<file path="src/rtl/uart_cmd_pkg.sv">
// Shared constants and state encoding for the UART command decoder.
package uart_cmd_pkg;

   localparam int unsigned TIMEOUT_CYCLES_DEF = 10_000_000;

   localparam logic [7:0] CH_R  = 8'h52;
   localparam logic [7:0] CH_C  = 8'h43;
   localparam logic [7:0] CH_M  = 8'h4D;
   localparam logic [7:0] CH_U  = 8'h55;
   localparam logic [7:0] CH_D  = 8'h44;
   localparam logic [7:0] CH_S  = 8'h53;
   localparam logic [7:0] CH_T  = 8'h54;
   localparam logic [7:0] CH_CR = 8'h0D;
   localparam logic [7:0] CH_LF = 8'h0A;
   localparam logic [7:0] CH_SP = 8'h20;
   localparam logic [7:0] CH_0  = 8'h30;
   localparam logic [7:0] CH_9  = 8'h39;
   localparam logic [7:0] CH_LA = 8'h61;
   localparam logic [7:0] CH_LZ = 8'h7A;

   typedef enum logic [3:0] {
      ST_IDLE,
      ST_DIG0,
      ST_DIG1,
      ST_DIG2,
      ST_DIG3,
      ST_DIG4,
      ST_DIG5,
      ST_TERM
   } state_t;

endpackage

</file>
<file path="src/rtl/ascii_time_field.sv">
// Two decimal digits -> binary value plus range flag against MAX.
module ascii_time_field
   import uart_cmd_pkg::*;
#(
   parameter int unsigned MAX = 59,
   parameter int unsigned W   = 6
) (
   input  logic [3:0]   tens,
   input  logic [3:0]   ones,
   output logic [W-1:0] value,
   output logic         in_range
);

   logic [6:0] tens7;
   logic [6:0] sum7;

   // 7-bit intermediate so an out-of-range pair such as 99 cannot wrap into range
   assign tens7    = {3'b000, tens};
   assign sum7     = (tens7 << 3) + (tens7 << 1) + {3'b000, ones};
   assign value    = sum7[W-1:0];
   assign in_range = (sum7 <= 7'(MAX));

endmodule

</file>
<file path="src/rtl/uart_cmd_decoder.sv">
// Pops RX FIFO bytes, decodes single-letter commands into pulses and parses T frames.
module uart_cmd_decoder
   import uart_cmd_pkg::*;
#(
   parameter int unsigned TIMEOUT_CYCLES = TIMEOUT_CYCLES_DEF
) (
   input  logic       clk,
   input  logic       rst,
   input  logic       rx_empty,
   input  logic [7:0] rx_fifo_data,
   output logic       pop,
   output logic       o_run_stop,
   output logic       o_clear,
   output logic       o_mode,
   output logic       o_up,
   output logic       o_down,
   output logic       o_sensor_req,
   output logic       o_set_valid,
   output logic [4:0] o_set_hour,
   output logic [5:0] o_set_min,
   output logic [5:0] o_set_sec,
   output logic       o_cmd_err
);

   localparam int unsigned CW = $clog2(TIMEOUT_CYCLES + 1);

   state_t        state;
   state_t        state_nxt;
   logic [CW-1:0] cnt;
   logic [3:0]    dig [0:5];
   logic [2:0]    dig_idx;
   logic [7:0]    byte_uc;
   logic          is_digit;
   logic          is_eol;
   logic          tmo;
   logic [4:0]    hour_val;
   logic [5:0]    min_val;
   logic [5:0]    sec_val;
   logic          hour_ok;
   logic          min_ok;
   logic          sec_ok;

   assign pop      = ~rx_empty;
   assign byte_uc  = (rx_fifo_data >= CH_LA && rx_fifo_data <= CH_LZ) ?
                     (rx_fifo_data & 8'hDF) : rx_fifo_data;
   assign is_digit = (rx_fifo_data >= CH_0) && (rx_fifo_data <= CH_9);
   assign is_eol   = (rx_fifo_data == CH_CR) || (rx_fifo_data == CH_LF);
   assign tmo      = (cnt == CW'(TIMEOUT_CYCLES - 1));

   ascii_time_field #(.MAX(23), .W(5)) u_hour (
      .tens(dig[0]), .ones(dig[1]), .value(hour_val), .in_range(hour_ok)
   );
   ascii_time_field #(.MAX(59), .W(6)) u_min (
      .tens(dig[2]), .ones(dig[3]), .value(min_val), .in_range(min_ok)
   );
   ascii_time_field #(.MAX(59), .W(6)) u_sec (
      .tens(dig[4]), .ones(dig[5]), .value(sec_val), .in_range(sec_ok)
   );

   always_comb begin
      dig_idx   = '0;
      state_nxt = ST_IDLE;
      unique case (state)
         ST_DIG0: begin dig_idx = 3'd0; state_nxt = ST_DIG1; end
         ST_DIG1: begin dig_idx = 3'd1; state_nxt = ST_DIG2; end
         ST_DIG2: begin dig_idx = 3'd2; state_nxt = ST_DIG3; end
         ST_DIG3: begin dig_idx = 3'd3; state_nxt = ST_DIG4; end
         ST_DIG4: begin dig_idx = 3'd4; state_nxt = ST_DIG5; end
         ST_DIG5: begin dig_idx = 3'd5; state_nxt = ST_TERM; end
         default: ;
      endcase
   end

   always_ff @(posedge clk or posedge rst) begin
      if (rst) begin
         state        <= ST_IDLE;
         cnt          <= '0;
         for (int unsigned i = 0; i < 6; i++) dig[i] <= '0;
         o_run_stop   <= 1'b0;
         o_clear      <= 1'b0;
         o_mode       <= 1'b0;
         o_up         <= 1'b0;
         o_down       <= 1'b0;
         o_sensor_req <= 1'b0;
         o_set_valid  <= 1'b0;
         o_cmd_err    <= 1'b0;
         o_set_hour   <= '0;
         o_set_min    <= '0;
         o_set_sec    <= '0;
      end else begin
         o_run_stop   <= 1'b0;
         o_clear      <= 1'b0;
         o_mode       <= 1'b0;
         o_up         <= 1'b0;
         o_down       <= 1'b0;
         o_sensor_req <= 1'b0;
         o_set_valid  <= 1'b0;
         o_cmd_err    <= 1'b0;

         if (!rx_empty) begin
            // An arriving byte always takes priority over an expiring timeout
            cnt <= '0;
            unique case (state)
               ST_IDLE: begin
                  unique case (byte_uc)
                     CH_R: o_run_stop   <= 1'b1;
                     CH_C: o_clear      <= 1'b1;
                     CH_M: o_mode       <= 1'b1;
                     CH_U: o_up         <= 1'b1;
                     CH_D: o_down       <= 1'b1;
                     CH_S: o_sensor_req <= 1'b1;
                     CH_T: begin
                        state <= ST_DIG0;
                        for (int unsigned i = 0; i < 6; i++) dig[i] <= '0;
                     end
                     CH_CR, CH_LF, CH_SP: ;
                     default: o_cmd_err <= 1'b1;
                  endcase
               end
               ST_DIG0, ST_DIG1, ST_DIG2, ST_DIG3, ST_DIG4, ST_DIG5: begin
                  if (is_digit) begin
                     // '0'..'9' are 0x30..0x39, so the low nibble is the digit
                     dig[dig_idx] <= rx_fifo_data[3:0];
                     state        <= state_nxt;
                  end else begin
                     o_cmd_err <= 1'b1;
                     state     <= ST_IDLE;
                  end
               end
               ST_TERM: begin
                  if (is_eol && hour_ok && min_ok && sec_ok) begin
                     o_set_hour  <= hour_val;
                     o_set_min   <= min_val;
                     o_set_sec   <= sec_val;
                     o_set_valid <= 1'b1;
                  end else begin
                     o_cmd_err <= 1'b1;
                  end
                  state <= ST_IDLE;
               end
               default: state <= ST_IDLE;
            endcase
         end else if (state != ST_IDLE) begin
            if (tmo) begin
               o_cmd_err <= 1'b1;
               state     <= ST_IDLE;
               cnt       <= '0;
            end else begin
               cnt <= cnt + CW'(1);
            end
         end else begin
            cnt <= '0;
         end
      end
   end

endmodule

</file>
<file path="config.mk">
export PLATFORM = sky130hd
export DESIGN_NAME = uart_cmd_decoder
export DESIGN_NICKNAME = d
export VERILOG_FILES = /design/src/rtl/uart_cmd_pkg.sv /design/src/rtl/ascii_time_field.sv /design/src/rtl/uart_cmd_decoder.sv
export SDC_FILE = /design/constraint.sdc
export NUM_CORES = 1
export LEC_CHECK = 0
export CAP_MARGIN = 20
export CORE_MARGIN = 3
export CORE_UTILIZATION = 58
export DETAILED_ROUTE_END_ITERATION = 8
export GPL_TIMING_DRIVEN = 0
export PLACE_DENSITY_LB_ADDON = 0.1
export RECOVER_POWER = 50
export SYNTH_ARGS = -nofsm -noshare
export SYNTH_HDL_FRONTEND = slang
export SYNTH_SLANG_ARGS = --single-unit
</file>
<file path="constraint.sdc">
create_clock -name clk -period 4.4 [get_ports clk]
set_clock_uncertainty 0.05 [all_clocks]
set_input_delay 1.1 -clock clk [delete_from_list [all_inputs] [get_ports clk]]
set_output_delay 1.1 -clock clk [all_outputs]
set_load 0.05 [all_outputs]
</file>
After elaboration in Yosys (flattened, before gate mapping)
Index checks and enable logic that the tools add are counted.
- input port bits: 11
- register bits after elaboration: 77
- word-level logic and storage cells: 123
- output and inout port bits: 26
- reduce and logical (&&, ||, !) cells: 15
- bitwise gates (word level): 2
- order comparisons: 9
- add/sub/neg operators: 7
- equality and inequality tests: 25
- multiplexer cells: 46
- operators with widths (cell ; count):
    $mux W24 ; 5
    $eq A8 B7 Y1 const B ; 7
    $pmux W24 S2 ; 1
    $eq A8 B4 Y1 const B ; 4
    $mux W1 ; 27
    $add A24 B1 Y24 const B ; 1
    $bwmux W24 ; 1
    $eq A24 B24 Y1 const B ; 1
    $mux W4 ; 6
    $add A7 B4 Y7 ; 3
    $add A7 B5 Y7 ; 3
    $pmux W3 S6 ; 1
    $eq A4 B3 Y1 const B ; 4
    $pmux W3 S5 ; 1
    $le A7 B6 Y1 const B ; 2
    $demux W4 S3 ; 1
    $reduce_or A10 Y1 ; 1
    $eq A4 B2 Y1 const B ; 2
    $eq A8 B6 Y1 const B ; 1
    $ge A8 B6 Y1 const B ; 1
    $ge A8 B7 Y1 const B ; 1
    $le A8 B6 Y1 const B ; 1
    $le A8 B7 Y1 const B ; 1
    $pmux W4 S2 ; 1
    other kinds (19) ; 27

Logic depth before layout (Yosys ltp)
Gate-level depths: netlist (run 1).
- word-level depth: 10
- depth in mapped cells: 11
- mapped depth without buffers: 10

Cells and area by module
Synthesis (run 1) repeated with hierarchy kept, for this count alone.
- cells, all modules: 410
- area, all modules: 4355.4 um^2
- by module, submodules not included (module ; area an instance (um^2) ; instances ; cells an instance):
    uart_cmd_decoder ; 3661.0 ; 1 ; 334
    ascii_time_field (u_min ...) ; 242.7 ; 2 ; 28
    ascii_time_field (u_hour) ; 209.0 ; 1 ; 20

Worst setup path after synthesis (run 1)
OpenSTA, ideal clock, no wires.
- path kind: in2reg
- start: input port rx_fifo_data[0]
- end: register o_set_hour[4]
- path buffers: 1
- stages on the path: 7
- library setup time: 0.125 ns
- setup slack: 0.670 ns
- data arrival time: 3.555 ns
- cell sequence: or3b_1 a2111o_1 a311o_1 a311o_1 nor4_4 buf_8 mux2_4
- longest elaborated chain between the ends: 6
- elaborated cells between the ends (all ways): 7
- RTL lines (what ; line ; RTL):
    from (decl) ; uart_cmd_decoder.sv:10 ; input logic [7:0] rx_fifo_data,
    $eq A8 B4 Y1 ; uart_cmd_decoder.sv:47 ; assign is_eol = (rx_fifo_data == CH_CR) || (rx_fifo_data == CH_LF);
    $logic_or A1 B1 Y1 * ; uart_cmd_decoder.sv:47 ;
    $logic_and A1 B1 Y1 * (3 in a row) ; uart_cmd_decoder.sv:131 ; if (is_eol && hour_ok && min_ok && sec_ok) begin
    $reduce_and A3 Y1 (no line) * ; - ;
    to (signal assigned) ; uart_cmd_decoder.sv:132 ; o_set_hour <= hour_val;
    to (decl) ; uart_cmd_decoder.sv:19 ; output logic [4:0] o_set_hour,
Every way passes the cells marked *; elsewhere a longest branch is shown, timed or not.
A chain may end at the register's enable or synchronous reset.

Worst setup path in the final report (run 1)
- start: input port rx_fifo_data[1]
- end: register o_set_sec[2]
- longest elaborated chain between the ends: 6
- elaborated cells between the ends (all ways): 7
- RTL lines (what ; line ; RTL):
    $eq A8 B4 Y1 ; uart_cmd_decoder.sv:47 ;
    $logic_or A1 B1 Y1 * ; uart_cmd_decoder.sv:47 ;
    $logic_and A1 B1 Y1 * (3 in a row) ; uart_cmd_decoder.sv:131 ;
    $reduce_and A3 Y1 (no line) * ; - ;
    to (signal assigned) ; uart_cmd_decoder.sv:134 ; o_set_sec <= sec_val;
    to (decl) ; uart_cmd_decoder.sv:21 ; output logic [5:0] o_set_sec,
Marks and branches as above.

==> summary.txt, run 1 <==
Status: finished clean
Synth Area in Adders: 10.7%
Placed Cells: 536
First-pass GRT wire length: 15,200 um
Commonest cells after routing, fill and taps aside: 76 x dfrtp_1, 40 x nand2_1, 36 x nor2_1, 33 x clkdlybuf4s50_1, 32 x inv_1
Routability-driven placement congestion ratio: 0.814
Initial antenna violation count: 0
Buf/Inv on CP: 2
Top_reg_cell synth: dfrtp_1
Final Non-Filler Cells: 552
Worst EP arrival: 4.46 ns
Setup slack after layout: 0.131 ns
Nets: 494
Final hold slack: 0.445 ns
Clock power frac: 48.6%
Pint: 1.38 mW
WS Path Type: in -> reg
Clk_lat worst skew: 0.35 ns
Worst min path class: reg -> reg
Largest delay share family, worst path: compound AO/OA/AOI/OAI gates
CP max stage delay: 0.62 ns
Die ar.: 8220 um^2
Gr usage total: 23.0%
DP Worst Slack: -0.366 ns
Routed vias: 3,116
Max-Cap Viols: 0
Most common cell after layout, fill and taps aside: dfrtp_1
IO Count: 37
CTS Buf Count: 9
Post-route setup TNS: 0 ns
Sequential power share: 40.7%
Unique masters post-synth: 49
Clock transition at path regs: 0.08 ns
Hold Vio Cnt, Final: 0
Sw Pwr: 396 uW
Synth warn: 0
Share of layout cells above drive strength 1: 7.68%
Post-synthesis simple-gate area fraction: 17.7%
CORE AREA: 6870 um^2
Min Tclk post-route: 4.27 ns
Clock Tree Root: clkbuf_8
Slew headroom: 3.66%
Areal power density over the cells: 358 nW/um^2
Layout Utilization: 72.3%
CTS resizes: 0
Post-CTS Setup Inserts: 0
Initial DRT Pass Iterations: 4
Drt initial violations: 203
DIE HEIGHT: 90.7 um
CP Cell Sequence: clkdlybuf4s50_1 > or3b_1 > a2111o_1 > a311o_1 > a311o_1 > nor4_4 > buf_8 > mux2_4
Crit. End Element: flip-flop
DRC: 0
P_leak: 2.20 nW
DP HPWL: 6200 um
Tot Pwr: 1.78 mW
WL/cell: 15.7 um
Bufs on Longest Clock Path: 2
RSZ-0062 raised after global routing: false
Largest family of logic cells by synthesized area: simple AND/OR/NAND/NOR gates
Net count after synthesis: 447
Worst endpoint required time: 4.59 ns
Mux share of post-synthesis cell area: 5.42%
Core Rows: 30
Top cell by count, worst path: a311o_1
Vias per cell: 5.64
Post-Synthesis Cells: 404
Crit share post-route: 97.0%
Combinational share of power: 10.7%
Slowest stage cell, crit path: clkdlybuf4s50_1
Initial core utilization: 60.5%
CTS H-tree depth: 3
Synthesized area: 4160 um^2
Die Width: 90.7 um
Antenna cells: 0
Fmax: 0.234 GHz
Sequential share of the synthesized area: 45.8%
Largest net degree at the start of global routing: 61
Yosys reg bits: 76
Post-CTS Hold Fix Bufs: 0
Peak VDD IR: 0.188 mV
Area growth syn-to-layout: 19.5%
Post-DRT Antenna Nets: 0
Post-synth EDFFs: 0
Final Max Slew Viols: 0
Slew @ Worst Pin: 1.45 ns
Switching fraction of total power: 22.2%
CTS sink cnt: 76
Routed wire length: 8650 um
Synth Area in Compound Gates: 11.0%
Final instance area: 4970 um^2
Syn Area/Cell: 10.3 um^2
CP startpoint kind: input pin
CTS tree: built
Port bufs: 35
Grt ovf: 0
Vias in the first global route: 3,235
Crit-path max FO: 10
Async SR Flop Fraction: 100%
Post-Synth XOR/XNOR Area: 5.48%
Placed Area: 4660 um^2
Setup Viol. Count Final: 0
-- power by group through the flow --
stage	combinational [mW]	sequential, mW	clock (mW)
2_1_floorplan	0.130	0.740	0
3_3_place_gp	0.184	0.737	0
3_5_place_dp	0.193	0.737	0
4_1_cts	0.194	0.723	0.877
5_1_grt	0.219	0.725	0.913
6_report	0.190	0.723	0.865
-- cells in the mapped netlist, drive strengths merged (8+ instances only) --
cell / count / area [um^2]
nand2: 40 / 150
nand3b: 8 / 60.1
nor2: 36 / 135
xor2: 18 / 158
ha: 26 / 325
inv: 33 / 124
o2bb2ai: 12 / 105
o21ai: 24 / 120
xnor2: 8 / 70.1
a21oi: 11 / 55.1
mux2: 13 / 165
dfrtp: 76 / 1900
nand4: 8 / 50.1
-- flip-flops by register name, summed over array words and instances, names as in the netlist, 3 cells and up --
register,count
dig,24
o_set_hour,5
state,3
o_set_min,6
cnt,24
o_set_sec,6
-- cells by family (layout without fill, tap and decap cells) --
group | count (synthesis) | count (layout)
flops | 76 | 76
compound gates | 68 | 68
mux | 19 | 19
buf+inv | 41 | 93
fa+ha+maj | 32 | 32
xor+xnor | 26 | 26
simple gates | 142 | 142
-- final timing paths --
path / endpoint / slack, ns / from / cells past startpoint
min: dig[9] / 0.45 / dig[9] / 1
max: o_set_sec[2] / 0.13 / rx_fifo_data[1] / 8
max reg2reg: o_set_sec[2] / 0.63 / dig[20] / 10
max in group asynchronous: o_set_min[0] / 1.24 / rst / 3
min reg2reg: dig[9] / 0.45 / dig[9] / 1
min in group asynchronous: o_set_sec[5] / 1.24 / rst / 2
-- routing by layer --
metal	track usage [%]	wire length (um)	up-vias
li1	-	-	1509
met4	7.78	112	0
met5	0	0	-
met2	35.6	3990	66
met1	32.4	4170	1530
met3	4.50	373	11
-- layout make-up --
type | count | area (um^2)
multi-input cells | 287 | 2090
plain buffers | 8 | 41.3
inverters | 33 | 125
clock buffers | 9 | 124
repair buffers | 36 | 355
fillers | 505 | 1900
well taps | 96 | 120
flip-flops and latches | 76 | 1900
clock inverters | 7 | 210
Power figures use the tool's default switching activity.
==> run 2, diff against run 1 <==
PLACE_DENSITY = 0.8   (was default)
PLACE_DENSITY_LB_ADDON = default   (was 0.1)
SYNTH_HIERARCHICAL = 1   (was default)
==> summary.txt, run 2 <==
DP HPWL: 6720 um (was 6200 um)
Crit-path max FO: 10 (unchanged)
Routability-driven placement congestion ratio: 0.918 (was 0.814)
Sequential share of the synthesized area: 43.7% (was 45.8%)
Synth area leaders: dfrtp_1 44%, ha_1 7.5%, xnor2_1 3.8% (was dfrtp_1 46%, ha_1 7.8%, xor2_1 3.8%)
DP Worst Slack: 0.420 ns (was -0.366 ns)
Layout filler cell count: 507 (was 505)
Area leader, netlist: dfrtp_1 (unchanged)
Largest family of logic cells by synthesized area: simple AND/OR/NAND/NOR gates (unchanged)
Worst EP arrival: 2.93 ns (was 4.46 ns)
Top_reg_cell synth: dfrtp_1 (unchanged)
Slew @ Worst Pin: 1.35 ns (was 1.45 ns)
Crit. End Element: output port (was flip-flop)
Post-Synthesis Cells: 410 (was 404)
Synth top cells by count: 76 x dfrtp_1, 42 x nor2_1, 29 x inv_1 (was 76 x dfrtp_1, 40 x nand2_1, 36 x nor2_1)
Net count after synthesis: 453 (was 447)
CTS resizes: 0 (unchanged)
Post-CTS Hold Fix Bufs: 0 (unchanged)
Share of layout cells above drive strength 1: 12.1% (was 7.68%)
DRC: 0 (unchanged)
Post-synthesis simple-gate area fraction: 17.2% (was 17.7%)
Die ar.: 8580 um^2 (was 8220 um^2)
Async SR Flop Fraction: 100% (unchanged)
Nets: 499 (was 494)
GR Util met1: 31.0% (was 32.4%)
Commonest cells after routing, fill and taps aside: 76 x dfrtp_1, 42 x nor2_1, 32 x clkdlybuf4s50_1, 28 x inv_1, 26 x ha_1 (was 76 x dfrtp_1, 40 x nand2_1, 36 x nor2_1, 33 x clkdlybuf4s50_1, 32 x inv_1)
Final Non-Filler Cells: 557 (was 552)
Drt initial violations: 205 (was 203)
Gr usage total: 23.0% (about the same)
Clk_lat worst skew: 0.36 ns (was 0.35 ns)
Final hold slack: 0.460 ns (was 0.445 ns)
Slew headroom: 10.2% (was 3.66%)
Crit share post-route: 92.6% (was 97.0%)
Core Rows: 30 (unchanged)
CTS Buf Count: 9 (unchanged)
Routed vias: 3,276 (was 3,116)
Post-DRT Antenna Nets: 0 (unchanged)
Vias in the first global route: 3,276 (was 3,235)
GRT met2 Usage: 37.5% (was 35.6%)
Post-synth EDFFs: 0 (unchanged)
Placed Area: 4850 um^2 (was 4660 um^2)
P_leak: 2.31 nW (was 2.20 nW)
First-pass GRT wire length: 15,600 um (was 15,200 um)
Die Width: 92.7 um (was 90.7 um)
Largest regs: cnt (24), dig (24) (unchanged)
Yosys top cell area share: 43.7% (was 45.8%)
CTS sink cnt: 76 (unchanged)
Largest net degree at the start of global routing: 56 (was 61)
Hold Vio Cnt, Final: 0 (unchanged)
Count leader, synth: dfrtp_1 (unchanged)
Syn Area/Cell: 10.6 um^2 (was 10.3 um^2)
Met3 Track Usage GR: 3.82% (was 4.50%)
Fmax: 0.245 GHz (was 0.234 GHz)
Mux share of post-synthesis cell area: 6.69% (was 5.42%)
Initial core utilization: 62.0% (was 60.5%)
RSZ-0062 raised after global routing: false (unchanged)
Setup Viol. Count Final: 0 (unchanged)
Most common cell after layout, fill and taps aside: dfrtp_1 (unchanged)
IO Count: 37 (unchanged)
Min Tclk post-route: 4.08 ns (was 4.27 ns)
Final instance area: 5080 um^2 (was 4970 um^2)
Clock transition at path regs: 0.08 ns (about the same)
Placed Cells: 541 (was 536)
CORE AREA: 7020 um^2 (was 6870 um^2)
Status: finished clean (unchanged)
CTS H-tree depth: 3 (unchanged)
Grt ovf: 0 (unchanged)
Setup slack after layout: 0.325 ns (was 0.131 ns)
Worst endpoint required time: 3.25 ns (was 4.59 ns)
GRT Max-Usage Layer: met2 (unchanged)
Peak VDD IR: 0.192 mV (was 0.188 mV)
Initial antenna violation count: 0 (unchanged)
Bufs on Longest Clock Path: 2 (unchanged)
Synth Area in Adders: 10.2% (was 10.7%)
CP startpoint kind: input pin (unchanged)
Synth Area in Compound Gates: 11.6% (was 11.0%)
Unique masters post-synth: 55 (was 49)
Synthesized area: 4360 um^2 (was 4160 um^2)
Initial DRT Pass Iterations: 4 (unchanged)
Areal power density over the cells: 344 nW/um^2 (was 358 nW/um^2)
Area growth syn-to-layout: 16.6% (was 19.5%)
Vias per cell: 5.88 (was 5.64)
CTS tree: built (unchanged)
Antenna cells: 0 (unchanged)
WL/cell: 16.6 um (was 15.7 um)
Post-Synth XOR/XNOR Area: 5.83% (was 5.48%)
Yosys reg bits: 76 (unchanged)
Post-route setup TNS: 0 ns (unchanged)
Final Max Slew Viols: 0 (unchanged)
Worst min path class: reg -> reg (unchanged)
Post-CTS Setup Inserts: 0 (unchanged)
Synth warn: 6 (was 0)
Clock Tree Root: clkbuf_8 (unchanged)
WS Path Type: in -> out (was in -> reg)
Routed wire length: 9240 um (was 8650 um)
DIE HEIGHT: 92.7 um (was 90.7 um)
Max-Cap Viols: 0 (unchanged)
Port bufs: 34 (was 35)
[run 2: worst paths after layout]
kind | from | end | slack, ns | cells past startpoint
worst max register to register | dig[20] | o_set_sec[2] | 0.49 | 10
min in group asynchronous | rst | dig[14] | 1.27 | 2
worst min register to register | o_set_min[4] | o_set_min[4] | 0.46 | 1
worst max-delay path | rx_empty | pop | 0.32 | 4
max in group asynchronous | rst | dig[20] | 1.26 | 3
worst min-delay path | o_set_min[4] | o_set_min[4] | 0.46 | 1
[run 2: where the power goes]
group	switching (mW)	total (mW)	internal, mW
Combinational	0.211	0.327	0.117
Sequential	0.0225	0.741	0.719
Clock	0.270	0.680	0.410
Total	0.503	1.75	1.25
[run 2: cell families (layout without fill, tap and decap cells)]
kind of cell / after synthesis / in the layout
XOR/XNOR: 29 / 29
flip-flops: 76 / 76
adder cells (fa/ha/maj): 32 / 32
buffers and inverters: 46 / 97
multiplexers: 23 / 23
AO/OA/AOI/OAI: 65 / 65
AND/OR/NAND/NOR: 139 / 139
[run 2: per-layer routing]
layer  share of wire [%]  vias up
li1                    -     1557
met1                  45     1612
met2                  49       92
met3                 4.4       15
met4                 1.6        0
met5                   0        -
[run 2: through the flow]
| step | utilization (%) | power, mW |
|---|---|---|
| after global placement | 68.6 | 1.07 |
| after CTS | 72.7 | 1.75 |
| after detailed placement | 69.0 | 1.08 |
| final | 72.4 | 1.75 |
| after global routing | 72.4 | 1.82 |
| after floorplan | - | 0.985 |
[run 2: final cells by class]
| class | instances | area, um^2 | area share (%) |
|---|---|---|---|
| buffer | 17 | 97.6 | 1.92 |
| sequential | 76 | 1900 | 37.4 |
| clock buffer | 11 | 151 | 2.98 |
| tap | 96 | 120 | 2.36 |
| clock inverter | 5 | 106 | 2.09 |
| inverter | 29 | 110 | 2.17 |
| multi-input combinational | 288 | 2250 | 44.2 |
| timing repair buffer | 35 | 345 | 6.80 |
[run 2: critical path, stage by stage]
cell,delay [ns]
dlygate4sd3_1,0.63
clkbuf_1,0.36
inv_1,0.11
clkdlybuf4s50_1,0.72
==> run 3, diff against run 2 <==
CTS_CLUSTER_SIZE = 8   (was default)
clock period = 4.3 ns   (was 4.4 ns; I/O delays follow)
==> results of run 3 <==
The final DEF is identical to that of run 2. Status: finished clean.
Main changes from that run: setup slack after placement 0.420 ns -> 0.370 ns; setup slack after layout 0.325 ns -> 0.275 ns; register-to-register setup slack 0.49 ns -> 0.39 ns; total power 1.75 mW -> 1.79 mW; worst IR drop on VDD 0.192 mV -> 0.196 mV
